### src/rtl/cpu_top_mem_bridge.sv
// Memory-side endpoint of the controller<->memory serial link: turns 32-byte line
// read/write requests into 4-beat banked-memory bursts and returns lines/completions.
module cpu_top_mem_bridge (
    input  logic        clk,
    input  logic        rst,
    input  logic [31:0] address_data_bus_c_to_m,
    input  logic        address_on_c_to_m,
    input  logic        data_on_c_to_m,
    input  logic        read_en_c_to_m,
    input  logic        write_en_c_to_m,
    input  logic        resp_c_to_m,
    output logic [31:0] address_data_bus_m_to_c,
    output logic        address_on_m_to_c,
    output logic        data_on_m_to_c,
    output logic        read_en_m_to_c,
    output logic        write_en_m_to_c,
    output logic        resp_m_to_c,
    output logic [31:0] bmem_addr,
    output logic        bmem_read,
    output logic        bmem_write,
    output logic [63:0] bmem_wdata,
    input  logic        bmem_ready,
    input  logic [31:0] bmem_raddr,
    input  logic [63:0] bmem_rdata,
    input  logic        bmem_rvalid
);

    localparam int unsigned LINE_WORDS  = 8;
    localparam int unsigned BURST_BEATS = 4;
    localparam int unsigned WORD_W      = 32;
    localparam int unsigned BEAT_W      = 64;
    localparam int unsigned OFFSET_W    = 5;
    localparam int unsigned WORD_IDX_W  = $clog2(LINE_WORDS);
    localparam int unsigned BEAT_IDX_W  = $clog2(BURST_BEATS);

    typedef enum logic [3:0] {
        IDLE, W_DATA, W_ISSUE, W_RESP, R_ISSUE, R_WAIT, R_ECHO, R_DATA, R_ACK
    } state_t;

    state_t                  r_state;
    logic [WORD_W-1:0]       r_line_addr;
    logic [WORD_W-1:0]       r_words [LINE_WORDS];
    logic [WORD_IDX_W-1:0]   r_word_idx;
    logic [BEAT_IDX_W-1:0]   r_beat_idx;
    logic                    r_burst_on;

    // Byte offset and returned beat address carry no information for a line transfer.
    logic w_unused_bits;
    assign w_unused_bits = ^{bmem_raddr, address_data_bus_c_to_m[OFFSET_W-1:0]};

    always_ff @(posedge clk or posedge rst) begin
        if (rst) begin
            r_state                 <= IDLE;
            r_line_addr             <= '0;
            r_word_idx              <= '0;
            r_beat_idx              <= '0;
            r_burst_on              <= 1'b0;
            for (int i = 0; i < LINE_WORDS; i++) begin
                r_words[i] <= '0;
            end
            address_data_bus_m_to_c <= '0;
            address_on_m_to_c       <= 1'b0;
            data_on_m_to_c          <= 1'b0;
            read_en_m_to_c          <= 1'b0;
            write_en_m_to_c         <= 1'b0;
            resp_m_to_c             <= 1'b0;
            bmem_addr               <= '0;
            bmem_read               <= 1'b0;
            bmem_write              <= 1'b0;
            bmem_wdata              <= '0;
        end else begin
            // Every output is a pulse or a qualified bus; idle value is zero.
            address_data_bus_m_to_c <= '0;
            address_on_m_to_c       <= 1'b0;
            data_on_m_to_c          <= 1'b0;
            read_en_m_to_c          <= 1'b0;
            write_en_m_to_c         <= 1'b0;
            resp_m_to_c             <= 1'b0;
            bmem_addr               <= '0;
            bmem_read               <= 1'b0;
            bmem_write              <= 1'b0;
            bmem_wdata              <= '0;

            case (r_state)
                IDLE: begin
                    if (address_on_c_to_m && (read_en_c_to_m ^ write_en_c_to_m)) begin
                        r_line_addr <= {address_data_bus_c_to_m[WORD_W-1:OFFSET_W], OFFSET_W'(0)};
                        r_word_idx  <= '0;
                        r_beat_idx  <= '0;
                        r_burst_on  <= 1'b0;
                        r_state     <= write_en_c_to_m ? W_DATA : R_ISSUE;
                    end
                end

                W_DATA: begin
                    if (data_on_c_to_m) begin
                        r_words[r_word_idx] <= address_data_bus_c_to_m;
                        r_word_idx          <= r_word_idx + WORD_IDX_W'(1);
                        if (r_word_idx == WORD_IDX_W'(LINE_WORDS - 1)) begin
                            r_state <= W_ISSUE;
                        end
                    end
                end

                // Ready only gates the first beat; the rest follow back-to-back.
                W_ISSUE: begin
                    if (r_burst_on || bmem_ready) begin
                        r_burst_on <= 1'b1;
                        bmem_write <= 1'b1;
                        bmem_addr  <= r_line_addr;
                        bmem_wdata <= BEAT_W'({r_words[{r_beat_idx, 1'b1}], r_words[{r_beat_idx, 1'b0}]});
                        r_beat_idx <= r_beat_idx + BEAT_IDX_W'(1);
                        if (r_beat_idx == BEAT_IDX_W'(BURST_BEATS - 1)) begin
                            r_state <= W_RESP;
                        end
                    end
                end

                W_RESP: begin
                    resp_m_to_c             <= 1'b1;
                    address_on_m_to_c       <= 1'b1;
                    write_en_m_to_c         <= 1'b1;
                    address_data_bus_m_to_c <= r_line_addr;
                    r_state                 <= IDLE;
                end

                R_ISSUE: begin
                    if (bmem_ready) begin
                        bmem_read <= 1'b1;
                        bmem_addr <= r_line_addr;
                        r_state   <= R_WAIT;
                    end
                end

                R_WAIT: begin
                    if (bmem_rvalid) begin
                        r_words[{r_beat_idx, 1'b0}] <= bmem_rdata[WORD_W-1:0];
                        r_words[{r_beat_idx, 1'b1}] <= bmem_rdata[BEAT_W-1:WORD_W];
                        r_beat_idx                  <= r_beat_idx + BEAT_IDX_W'(1);
                        if (r_beat_idx == BEAT_IDX_W'(BURST_BEATS - 1)) begin
                            r_state <= R_ECHO;
                        end
                    end
                end

                R_ECHO: begin
                    address_on_m_to_c       <= 1'b1;
                    read_en_m_to_c          <= 1'b1;
                    address_data_bus_m_to_c <= r_line_addr;
                    r_word_idx              <= '0;
                    r_state                 <= R_DATA;
                end

                R_DATA: begin
                    data_on_m_to_c          <= 1'b1;
                    address_data_bus_m_to_c <= r_words[r_word_idx];
                    r_word_idx              <= r_word_idx + WORD_IDX_W'(1);
                    if (r_word_idx == WORD_IDX_W'(LINE_WORDS - 1)) begin
                        resp_m_to_c <= 1'b1;
                        r_state     <= R_ACK;
                    end
                end

                R_ACK: begin
                    if (resp_c_to_m) begin
                        r_state <= IDLE;
                    end
                end

                default: r_state <= IDLE;
            endcase
        end
    end

endmodule

### config.mk
export PLATFORM = sky130hd
export DESIGN_NAME = cpu_top_mem_bridge
export DESIGN_NICKNAME = d
export VERILOG_FILES = /design/src/rtl/cpu_top_mem_bridge.sv
export SDC_FILE = /design/constraint.sdc
export NUM_CORES = 1
export LEC_CHECK = 0
export BUFFER_PORTS_ARGS = -buffer_cell sky130_fd_sc_hd__buf_4
export CAP_MARGIN = 20
export CORE_MARGIN = 3
export CORE_UTILIZATION = 25
export DETAILED_ROUTE_END_ITERATION = 8
export PLACE_DENSITY = 0.42
export SYNTH_ARGS = -nofsm -noshare
export SYNTH_HDL_FRONTEND = slang
export SYNTH_SLANG_ARGS = --single-unit
### constraint.sdc
create_clock -name clk -period 31.8 [get_ports clk]
set_input_delay 3.18 -clock clk [delete_from_list [all_inputs] [get_ports clk]]
set_output_delay 3.18 -clock clk [all_outputs]
set_load 0.05 [all_outputs]
==> out/qor.csv <==
stage,metric,value,unit
synthesis,postSynthAreaPerCell,10.6,um^2
global_route,grt_start_max_net_pins,157,
power,irDropWorstVdd,45.5,uV
cells_and_area,multiInputGateArea,0.00967,mm^2
clock_network,cts_inserted_buffers,50,
floorplanning,die_area,0.0872,mm^2
detailed_routing,viasPerCell,5.37,
timing,slew_violations,0,
setup_path,crit_fanout,156,
placed_design,portBuffers,234,
timing,setup_viol,0,
timing,holdWs,0.502,ns
clock_network,post-cts-setup-buffers,0,
detailed_routing,drt_iter0_drc,1558,
setup_path,arrival,5.83,ns
setup_path,critPathKind,input pin to asynchronous set/reset pin,
synthesis,synth-main-ff-cell,dfrtp_1,
setup_path,cp_data_required_time,32.36,ns
clock_network,clkLatencyLatePin,0.62,ns
synthesis,synth_cell_types,57,
timing,relSlewSlack,21.5,%
timing,fin_crit,5.27,ns
clock_network,h-tree-depth,2,
timing,finalClockSkew,0.0408,ns
setup_path,reg2reg_depth,7,
clock_network,cts_buffer_depth,3,
timing,worstMarginPinSlew,1.18,ns
hold_path,hp-class,flip-flop to flip-flop,
setup_path,end_kind,asynchronous set/reset pin,
timing,max_freq,0.190,GHz
detailed_routing,wl_per_cell,27.1,um
floorplanning,pin_count,272,
hold_path,min_from,r_line_addr[19],
setup_path,crit_path_frequent_cell,buf_4,
floorplanning,fp.dieH,295,um
clock_network,clkSinkCount,423,
setup_path,regToRegStartpoint,r_state[0],
power,power,2390,uW
synthesis,seq_area_frac_synth,50.6,%
run,cap_violations,0,
clock_network,cts.repair.resized,0,
cells_and_area,finalNetCount,2273,
clock_network,cts_tree,built,
synthesis,syn_area,0.0209,mm^2
global_route,grt_first_pass_wirelength,127,mm
hold_path,hold-path-cell-count,1,
setup_path,timing.rr.end,r_words[145],
synthesis,ys_warn_count,0,
synthesis,async_flop_share,100,%
setup_path,critical_path.top_delay_family,buffers and inverters,
setup_path,critPathBufInv,4,
placed_design,hpwl,51.6,mm
clock_network,clkTransAtPathRegs,0.06,ns
cells_and_area,regArea,0.0106,mm^2
detailed_routing,first_pass_iters,6,
global_route,grt_pass1_vias,17800,
clock_network,hold_buffers,0,
detailed_routing,via_count,17400,
synthesis,ys_ff_latch,423,
floorplanning,rows,105,
hold_path,whs_endpoint,bmem_addr[19],
synthesis,syn-instance-count,1981,
setup_path,crit_slowest_cell,buf_4,
floorplanning,core-area,0.0825,mm^2
outcome,status,finished clean,
global_route,grt_use_total,19.9,%
detailed_routing,remaining_drc_errors,0,
cells_and_area,area_growth,20.7,%
timing,period_share,16.6,%
setup_path,cp-start-kind,input pin,
floorplanning,fp.dieW,295,um
cells_and_area,final_common_cell,dfrtp_1,
floorplanning,start_util,25.4,%
cells_and_area,drive_gt1_share,27.2,%
setup_path,path_depth,4,
detailed_routing,totalWireLength,88.1,mm
timing,finalHoldViolCount,0,
power,p_leak,0.0111,uW
timing,tns,0,ns
setup_path,cpPeakStageDelay,0.90,ns
cells_and_area,mostFrequentLayoutCells,"dfrtp_1 (421), buf_4 (264), nor2_1 (263), a21oi_1 (259), mux2_2 (153)",
power,p_per_area,94.7,mW/mm^2
synthesis,synth_edf_count,0,
placed_design,gp_congestion,0.776,
global_route,overflow,0,
timing,rsz0062_at_grt,false,
setup_path,crit_chain,"buf_4, inv_8, buf_12, buf_4",
global_route,antenna_found_initial,10,
clock_network,cts_root_buffer,clkbuf_16,
cells_and_area,fill_cells,8489,
detailed_routing,ant_nets,0,
setup_path,rrSetupSlack,27.02,ns
[worst register-to-register path: stages (launching register included)]
cell and delay [ns]:
dfrtp_1 0.85, nand4bb_4 0.62, buf_4 0.62, nor2_4 0.82
a21oi_1 0.16, nor2_4 0.68, buf_4 0.53, mux2_2 0.41
[state kept, by name, indices dropped and copies added, names as in the netlist, 2 cells and up]
| signal | count |
|---|---|
| r_words | 256 |
| bmem_wdata | 64 |
| address_data_bus_m_to_c | 32 |
| bmem_addr | 27 |
| r_line_addr | 27 |
| r_state | 4 |
| r_word_idx | 3 |
| r_beat_idx | 2 |
[synth_stat cells, drive strengths merged, types with 2 or more instances]
cell type	instances	area share (%)
inv	7	0.13
o22a	4	0.17
nor2	274	5.0
nand3	4	0.12
or3b	2	0.084
a22oi	118	4.2
and3b	2	0.084
nor2b	3	0.090
nor3	9	0.32
a221oi	5	0.21
nand2	136	2.4
nand4	27	0.81
nor4b	2	0.084
o21ai	98	2.3
a32o	34	1.6
buf	103	2.6
nand3b	3	0.11
nor3b	4	0.22
nand2b	6	0.18
ha	6	0.36
dfrtp	423	51
a31oi	8	0.24
a22o	33	1.4
mux4	64	6.9
clkbuf	71	1.3
and2	94	2.8
mux2	160	8.6
mux2i	4	0.19
a21oi	259	6.2
[final cells by class]
type / count / area share, %
diodes: 7 / 0.0693
clock buffers: 83 / 5.88
clock inverters: 9 / 0.366
inverters: 7 / 0.134
multi-input cells: 1381 / 38.2
flip-flops and latches: 423 / 41.9
well taps: 1070 / 5.30
repair buffers: 267 / 8.11
[metal layers]
metal	share of wire [%]	routed length, um	vias up	GRT usage, %
met1	42	36700	9012	25.9
li1	-	-	7460	-
met2	48	42300	798	33.0
met4	3.1	2710	8	6.61
met3	7.2	6360	163	3.97
met5	0.068	60	-	0
[worst max-delay path by stage]
stage / from / endpoint / slack (ns)
floorplan: rst / address_data_bus_m_to_c[0] / 16.84
global placement: rst / bmem_wdata[25] / 25.92
detailed placement: rst / bmem_wdata[25] / 25.87
CTS: rst / r_line_addr[30] / 26.52
global route: rst / bmem_wdata[4] / 26.20
finish: rst / r_words[27] / 26.53
[power breakdown]
part           total (uW)  internal [uW]  switching [uW]
Combinational         990            359             631
Clock                 566            326             240
Sequential            840            688             152
Total                2390           1370            1020
[kinds of logic after synthesis]
family | share of synthesized area [%]
adder cells (fa/ha/maj) | 0.359
XOR/XNOR | 0.0837
buffers and inverters | 3.98
AND/OR/NAND/NOR | 12.6
multiplexers | 15.7
other | 0.0179
AO/OA/AOI/OAI | 16.8
flip-flops | 50.6
[through the flow]
stage | worst slack [ns] | instance area (um^2) | std cells | utilization [%]
after global routing | 26.20 | 25300 | 3240 | 30.6
after floorplan | 16.84 | 21000 | 1985 | -
final | 26.53 | 25300 | 3247 | 30.6
after detailed placement | 25.87 | 23700 | 3147 | 28.7
after CTS | 26.52 | 25200 | 3239 | 30.6
after global placement | 25.92 | 23600 | 3146 | 28.6
Power figures use the tool's default switching activity.
